## src/rtl/sbox_subst_seq.sv

```systemverilog
`default_nettype none
// ============================================================================
//  Module   : sbox_subst_seq
//  Purpose  : Sequential DES S-box substitution stage. Captures the 48-bit
//             E(R) xor K word and reduces it through S1..S8 into a 32-bit
//             word that is then held for the downstream straight_pbox.
//             Default build evaluates one S-box per cycle. Defining
//             SBOX_DUAL_EN evaluates two S-boxes per cycle.
//  Revision : 1.0 - initial release
// ============================================================================
module sbox_subst_seq (
    input  logic        CLK,
    input  logic        RST,
    input  logic [0:47] DIN,
    input  logic        DIN_VALID,
    output logic        DIN_READY,
    output logic [0:31] DOUT,
    output logic        DOUT_VALID,
    input  logic        DOUT_READY,
    output logic        BUSY
);

    // FIPS 46-3 tables, row-major (row 0 col 0 in the top nibble).
    localparam logic [255:0] c_SBOX1 = 256'hE4D12FB83A6C5907_0F74E2D1A6CB9538_41E8D62BFC973A50_FC8249175B3EA06D;
    localparam logic [255:0] c_SBOX2 = 256'hF18E6B34972DC05A_3D47F28EC01A69B5_0E7BA4D158C6932F_D8A13F42B67C05E9;
    localparam logic [255:0] c_SBOX3 = 256'hA09E63F51DC7B428_D709346A285ECBF1_D6498F30B12C5AE7_1AD069874FE3B52C;
    localparam logic [255:0] c_SBOX4 = 256'h7DE3069A1285BC4F_D8B56F03472C1AE9_A690CB7DF13E5284_3F06A1D8945BC72E;
    localparam logic [255:0] c_SBOX5 = 256'h2C417AB6853FD0E9_EB2C47D150FA3986_421BAD78F9C5630E_B8C71E2D6F09A453;
    localparam logic [255:0] c_SBOX6 = 256'hC1AF92680D34E75B_AF427C9561DE0B38_9EF528C3704A1DB6_432C95FABE17608D;
    localparam logic [255:0] c_SBOX7 = 256'h4B2EF08D3C975A61_D0B7491AE35C2F86_14BDC37EAF680592_6BD814A7950FE23C;
    localparam logic [255:0] c_SBOX8 = 256'hD2846FB1A93E50C7_1FD8A374C56B0E92_7B419CE206ADF358_21E74A8DFC90356B;

`ifdef SBOX_DUAL_EN
    localparam int c_IDX_W = 2;
`else
    localparam int c_IDX_W = 3;
`endif
    localparam logic [c_IDX_W-1:0] c_IDX_ONE = {{(c_IDX_W-1){1'b0}}, 1'b1};

    typedef enum logic [1:0] {
        S_IDLE = 2'd0,
        S_SUB  = 2'd1,
        S_DONE = 2'd2
    } state_t;

    // Chunk bit 5 is DES bit c[0]; row = {c[0], c[5]}, column = c[1:4].
    function automatic logic [3:0] f_sbox(input logic [2:0] box, input logic [5:0] chunk);
        logic [255:0] tbl;
        logic [5:0]   idx;
        logic [7:0]   pos;
        case (box)
            3'd0:    tbl = c_SBOX1;
            3'd1:    tbl = c_SBOX2;
            3'd2:    tbl = c_SBOX3;
            3'd3:    tbl = c_SBOX4;
            3'd4:    tbl = c_SBOX5;
            3'd5:    tbl = c_SBOX6;
            3'd6:    tbl = c_SBOX7;
            default: tbl = c_SBOX8;
        endcase
        idx = {chunk[5], chunk[0], chunk[4:1]};
        pos = 8'd252 - {idx, 2'b00};
        return tbl[pos +: 4];
    endfunction

    state_t               r_state;
    logic [0:47]          r_din;
    logic [c_IDX_W-1:0]   r_idx;
    logic [0:31]          r_dout;
    logic                 r_dout_valid;
    logic                 r_din_ready;
    logic                 r_busy;

    logic [5:0]           w_din_base;
    logic [4:0]           w_dout_base;
    logic [5:0]           w_chunk0;
    logic [3:0]           w_nib0;
    logic                 w_last;
`ifdef SBOX_DUAL_EN
    logic [5:0]           w_chunk1;
    logic [3:0]           w_nib1;
`endif

    // Select the chunk(s) addressed by the index counter and look them up.
    always_comb begin
`ifdef SBOX_DUAL_EN
        w_din_base  = 6'(r_idx) * 6'd12;
        w_dout_base = 5'(r_idx) * 5'd8;
        w_chunk0    = r_din[w_din_base +: 6];
        w_chunk1    = r_din[(w_din_base + 6'd6) +: 6];
        w_nib0      = f_sbox({r_idx, 1'b0}, w_chunk0);
        w_nib1      = f_sbox({r_idx, 1'b1}, w_chunk1);
        w_last      = (r_idx == 2'd3);
`else
        w_din_base  = 6'(r_idx) * 6'd6;
        w_dout_base = 5'(r_idx) * 5'd4;
        w_chunk0    = r_din[w_din_base +: 6];
        w_nib0      = f_sbox(r_idx, w_chunk0);
        w_last      = (r_idx == 3'd7);
`endif
    end

    // Control FSM with registered handshake outputs and the S-box writes.
    always_ff @(posedge CLK or posedge RST) begin
        if (RST) begin
            r_state      <= S_IDLE;
            r_din        <= '0;
            r_idx        <= '0;
            r_dout       <= '0;
            r_dout_valid <= 1'b0;
            r_din_ready  <= 1'b1;
            r_busy       <= 1'b0;
        end else begin
            case (r_state)
                S_IDLE: begin
                    if (DIN_VALID && r_din_ready) begin
                        r_din       <= DIN;
                        r_idx       <= '0;
                        r_dout      <= '0;
                        r_din_ready <= 1'b0;
                        r_busy      <= 1'b1;
                        r_state     <= S_SUB;
                    end
                end
                S_SUB: begin
                    r_dout[w_dout_base +: 4] <= w_nib0;
`ifdef SBOX_DUAL_EN
                    r_dout[(w_dout_base + 5'd4) +: 4] <= w_nib1;
`endif
                    // Counter wraps to zero on the final write.
                    r_idx <= r_idx + c_IDX_ONE;
                    if (w_last) begin
                        r_busy       <= 1'b0;
                        r_dout_valid <= 1'b1;
                        r_state      <= S_DONE;
                    end
                end
                S_DONE: begin
                    // DOUT stays untouched here until the next capture.
                    if (DOUT_READY) begin
                        r_dout_valid <= 1'b0;
                        r_din_ready  <= 1'b1;
                        r_state      <= S_IDLE;
                    end
                end
                default: begin
                    r_dout_valid <= 1'b0;
                    r_din_ready  <= 1'b1;
                    r_busy       <= 1'b0;
                    r_state      <= S_IDLE;
                end
            endcase
        end
    end

    assign DIN_READY  = r_din_ready;
    assign DOUT       = r_dout;
    assign DOUT_VALID = r_dout_valid;
    assign BUSY       = r_busy;

endmodule
`default_nettype wire

```

## config.mk

```make
export PLATFORM = sky130hd
export DESIGN_NAME = sbox_subst_seq
export DESIGN_NICKNAME = d
export VERILOG_FILES = /design/src/rtl/sbox_subst_seq.sv
export SDC_FILE = /design/constraint.sdc
export NUM_CORES = 1
export LEC_CHECK = 0
export CAP_MARGIN = 0
export CORE_ASPECT_RATIO = 1.4
export CORE_MARGIN = 4
export CORE_UTILIZATION = 45
export DETAILED_ROUTE_END_ITERATION = 10
export PLACE_DENSITY_LB_ADDON = 0.1
export SYNTH_ARGS = -nofsm -noshare
export SYNTH_HDL_FRONTEND = slang
export SYNTH_SLANG_ARGS = --single-unit
```

## constraint.sdc

```tcl
create_clock -name CLK -period 6.35 [get_ports CLK]
set_input_delay 1.27 -clock CLK [delete_from_list [all_inputs] [get_ports CLK]]
set_output_delay 1.27 -clock CLK [all_outputs]
set_load 0.02 [all_outputs]
```

Word level (Yosys, flattened, before mapping)
Cells that the tools add are included.
{ "totals": {"output_inout_bits": 35, "ff_bits": 88, "inputBits": 52} }
{ "op_classes": {"bitwise_logic": 5, "reduce_logical": 10, "n_eq_ne": 12, "n_mux": 19, "n_shift": 4, "add_sub_neg": 3, "multipliers": 1} }
{ "ops": {"columns": ["cell", "n"], "rows": [
  ["$pmux W256 S7", 1],
  ["$shiftx A256 B9 Y4", 1],
  ["$pmux W32 S2", 1],
  ["$shiftx A48 B7 Y49", 1],
  ["$shift A33 B7 Y32 const A", 1],
  ["$shiftx A33 B7 Y32", 1],
  ["$bwmux W32", 1],
  ["$mux W32", 1],
  ["$eq A3 B3 Y1 const B", 4],
  ["$reduce_and A3 Y1", 4],
  ["$pmux W1 S3", 3],
  ["$sub A8 B8 Y8 const A", 1],
  ["$neg A6 Y7", 1],
  ["$not A6 Y7", 1],
  ["$eq A3 B2 Y1 const B", 2],
  ["$mux W1", 6],
  ["$mux W2", 3],
  ["$ne A2 B2 Y1 const B", 3],
  ["$not A5 Y6", 1],
  ["$pmux W2 S3", 1],
  ["$pmux W3 S2", 1],
  ["$mul A3 B2 Y5 const B", 1],
  ["$reduce_and A2 Y1", 2],
  ["$add A3 B1 Y3 const B", 1],
  ["other kinds (9)", 11]
]} }

Depth between registers and ports, before layout
{ "depth": {"word_depth": 8, "mapped_depth": 22} }

Worst setup path before layout
No wires, ideal clock.
{ "synth_timing": {"path_kind": "reg2reg", "start": "reg r_idx[0]", "end": "reg r_dout (netlist bit DOUT[0])", "path_buffers": 7, "setup_time_ns": 0.122, "period_less_slack_ns": 4.498, "path_stages_with_launch": 20, "t_arrival_ns": 4.376, "setup_slack_ns": 1.852, "path_cell_list": "dfrtp_1 > buf_6 > buf_4 > inv_1 > clkbuf_1 > ha_1 > buf_4 > mux2_2 > mux4_2 > o22a_1 > buf_6 > nand2_4 > buf_6 > buf_6 > nand2_1 > a32oi_1 > o2111ai_1 > o2111a_1 > o32a_4 > a32o_1"} }
{ "synth_between": {"elab_chain_cells": 8, "elab_cells_between_ends": 19} }
{ "synth_lines": {"columns": ["item", "line", "rtl"], "rows": [
  ["start: declaration", "68", "logic [c_IDX_W-1:0] r_idx;"],
  ["start signal: assignment", "131", "r_idx <= r_idx + c_IDX_ONE;"],
  ["$mul A3 B2 Y5", "95", "w_din_base = 6'(r_idx) * 6'd6;"],
  ["$not A6 Y7 (implied by the code)", "97", "w_chunk0 = r_din[w_din_base +: 6];"],
  ["$shiftx A48 B7 Y49", "97", null],
  ["$sub A8 B8 Y8", "62", "pos = 8'd252 - {idx, 2'b00};"],
  ["$shiftx A256 B9 Y4", "63", "return tbl[pos +: 4];"],
  ["$shiftx A33 B7 Y32", "126", "r_dout[w_dout_base +: 4] <= w_nib0;"],
  ["$bwmux W32 (*)", "126", null],
  ["$pmux W32 S2 (*)", "114", "case (r_state)"],
  ["end signal: indexed assignment", "126", null],
  ["end: declaration", "69", "logic [0:31] r_dout;"]
]} }
Mark *: on every way between the ends. The rest lies on a longest branch, timed or not.
A chain may end at the register's enable or synchronous reset.

Final worst setup path
{ "layout_timing": {"start": "reg r_idx[1]", "end": "reg r_dout (netlist bit DOUT[16])"} }
Same word-level chain as after synthesis.

==> flow_summary.toml <==
[clock_network]
cts_resized = 0
cts_tree = "built"
clk_pin_slew_ns = 0.07
cts_root_buffer = "clkbuf_16"
cts_hold_buf = 0
numCtsBuffers = 9
clockBufferDepth = 2
htreeDepth = 3
cts.sinks = 88
clock_latency_ns = 0.36
post-cts-setup-buffers = 0

[timing]
max_slew_margin_pct = 16.54
fmax_mhz = 169.1
period_share_pct = 93.16
hold_violations = 0
fin_crit_ns = 5.915
slew_violations = 0
setup_viol = 0
tightest_slew_ns = 1.247
rsz0062_at_grt = "no"
fin_skew_ns = 0.009808
setup_tns_ns = 0

[setup_path]
worstPathRequired_ns = 6.64
regToRegEndpoint = "DOUT[16]"
timing.rr.start = "r_idx[1]"
arrival_ns = 6.21
crit_chain = "inv_1 > ha_2 > mux2_2 > mux4_2 > o22a_1 > nand2_4 > a211oi_1 > a2111oi_0 > o21ai_0 > a21oi_1 > o32a_4 > a32o_1"
path_delay_family = "compound AO/OA/AOI/OAI gates"
path_class = "reg -> reg"
cpMaxStageDelayCell = "a2111oi_0"
crit_path_start_kind = "flop"
endpoint_kind = "flop"
regToRegSetupSlack_ns = 0.43
cpPeakStageDelay_ns = 1.00
cp.buffers_inverters = 1
r2r_cells = 12
worst-path-stages = 12
worst-path-max-fanout = 60

[min_path]
min_path_cells = 2
whs_endpoint = "DOUT[5]"
hold_class = "reg -> reg"
worstHoldStart = "DOUT[5]"

[global_route]
grt_pass1_vias = 8767
grt_pass1_wl_um = 55920
grt_overflow_total = 0
gr-usage-met2_pct = 62.73
grt_max_degree = 61
use_met1_pct = 42.86
groute.usage.overall_pct = 38.10
busiest_layer = "met2"
antenna_found_initial = 0
grt_use_met3_pct = 9.113

[flow_run]
drv_cap = 0

[floorplanning]
dieHeight_um = 164.6
core_sq_um = 17260
row_count = 57
die_x_um = 119.9
dieArea_sq_um = 19730
ios = 87
initial_utilization_pct = 45.67

[drt]
route.detailed.drc = 0
vias = 9069
wl_um = 37220
wl_per_cell_um = 28.68
drtIter0Drc = 1263
viasPerCell = 6.987
postRouteAntennaNets = 0
first_pass_iters = 8

[status]
status = "finished clean"

[layout]
diodes = 0
area_growth_pct = 18.17
n_fill_cell = 1699
drive_above_1_share_pct = 12.15
nets = 1123

[yosys]
synthCells = 998
ys_warn_count = 0
synth_top_area_cell = "dfrtp_1"
ys_seq_elements = 88
synth_cell_types = 90
ys_async_sr_fraction_pct = 100.0
synthesis.nets = 1064
ys_top_cells_by_area = "dfrtp_1 (28%), nand2_1 (11%), mux4_2 (6.0%), nor2_1 (4.3%), mux2i_1 (3.7%)"
yosysTopAreaCellShare_pct = 27.62
synth_edf_count = 0
netlist_area_sq_um = 7883
ys.flop_type = "dfrtp_1"
syn_area_per_cell_sq_um = 7.898
ys_seq_area_share_pct = 27.95

[placement]
numPortBuffers = 86
place_congestion = 1.120
post-dp-hpwl_um = 26600
-- worst max path at each step --
stage              from  endpoint  slack [ns]
4_1_cts        r_idx[1]   DOUT[6]        0.84
3_3_place_gp   r_idx[1]  DOUT[10]        0.98
5_1_grt        r_idx[1]   DOUT[0]        0.26
6_report       r_idx[1]  DOUT[16]        0.43
3_5_place_dp   r_idx[1]  DOUT[18]        0.86
2_1_floorplan  r_idx[0]   DOUT[0]        1.85
-- flip-flops by register name, summed over array words and instances (netlist names) --
signal,count
BUSY,1
DIN_READY,1
DOUT,32
DOUT_VALID,1
r_din,48
r_idx,3
r_state,2
-- worst min-delay path, delay by kind of cell, from the launching register on --
kind            cells  cell delay, ns
flops               1            0.34
compound gates      1            0.06
simple gates        1            0.05
-- cells by family after synthesis --
| kind of cell | share of synthesized area (%) |
|---|---|
| AND/OR/NAND/NOR | 24.64 |
| AO/OA/AOI/OAI | 26.81 |
| buffers and inverters | 6.317 |
| flip-flops | 27.95 |
| multiplexers | 11.25 |
| adder cells (fa/ha/maj) | 2.698 |
| XOR/XNOR | 0.3334 |
-- final cells by class --
cell class	count	area (sq um)	area share, %
flip-flops and latches	88	2205	23.67
repair buffers	138	1276	13.70
inverters	11	42.54	0.4567
clock buffers	9	225.2	2.418
multi-input cells	809	5199	55.81
well taps	236	295.3	3.170
clock inverters	7	72.57	0.7790
-- synth_stat cells, types with 20 or more instances --
| master | n |
|---|---|
| mux2i_1 | 29 |
| mux4_2 | 21 |
| buf_2 | 26 |
| nor3_1 | 34 |
| dfrtp_1 | 87 |
| nor2_1 | 90 |
| o21ai_1 | 28 |
| a21oi_1 | 35 |
| nand3_1 | 26 |
| o21ai_0 | 41 |
| clkbuf_1 | 40 |
| a211oi_1 | 20 |
| nand2_1 | 227 |
-- metal layers --
| layer | part of all wire (%) | vias up |
|---|---|---|
| met3 | 10 | 256 |
| met2 | 48 | 704 |
| met5 | 0 | - |
| li1 | - | 3821 |
| met1 | 33 | 4288 |
| met4 | 8.9 | 0 |
-- per-stage QoR --
stage | hold slack (ns) | utilization, % | instances | worst slack, ns | instance area, sq um
finish | 0.4832 | 53.97 | 1298 | 0.4346 | 9315
global route | 0.5223 | 53.97 | 1298 | 0.2588 | 9315
CTS | 0.4899 | 53.97 | 1298 | 0.8428 | 9315
detailed placement | 0.4744 | 52.25 | 1282 | 0.8575 | 9017
global placement | 0.4690 | 52.25 | 1282 | 0.9768 | 9017
floorplan | 0.4410 | - | 998 | 1.852 | 7883
-- placed cells by master, fill, tap and decap left out, drive strengths merged, types with 27 or more instances in the layout --
cell type	Yosys	layout
nor2	91	91
a21oi	36	36
nor3	34	34
dfrtp	87	87
nand3	27	27
buf	50	52
mux2i	29	29
clkdlybuf4s50	0	86
nand2	229	229
o21ai	70	70
Power is not shown: default switching activity piles up to over one toggle a cycle in this logic, so the estimate is an artifact.
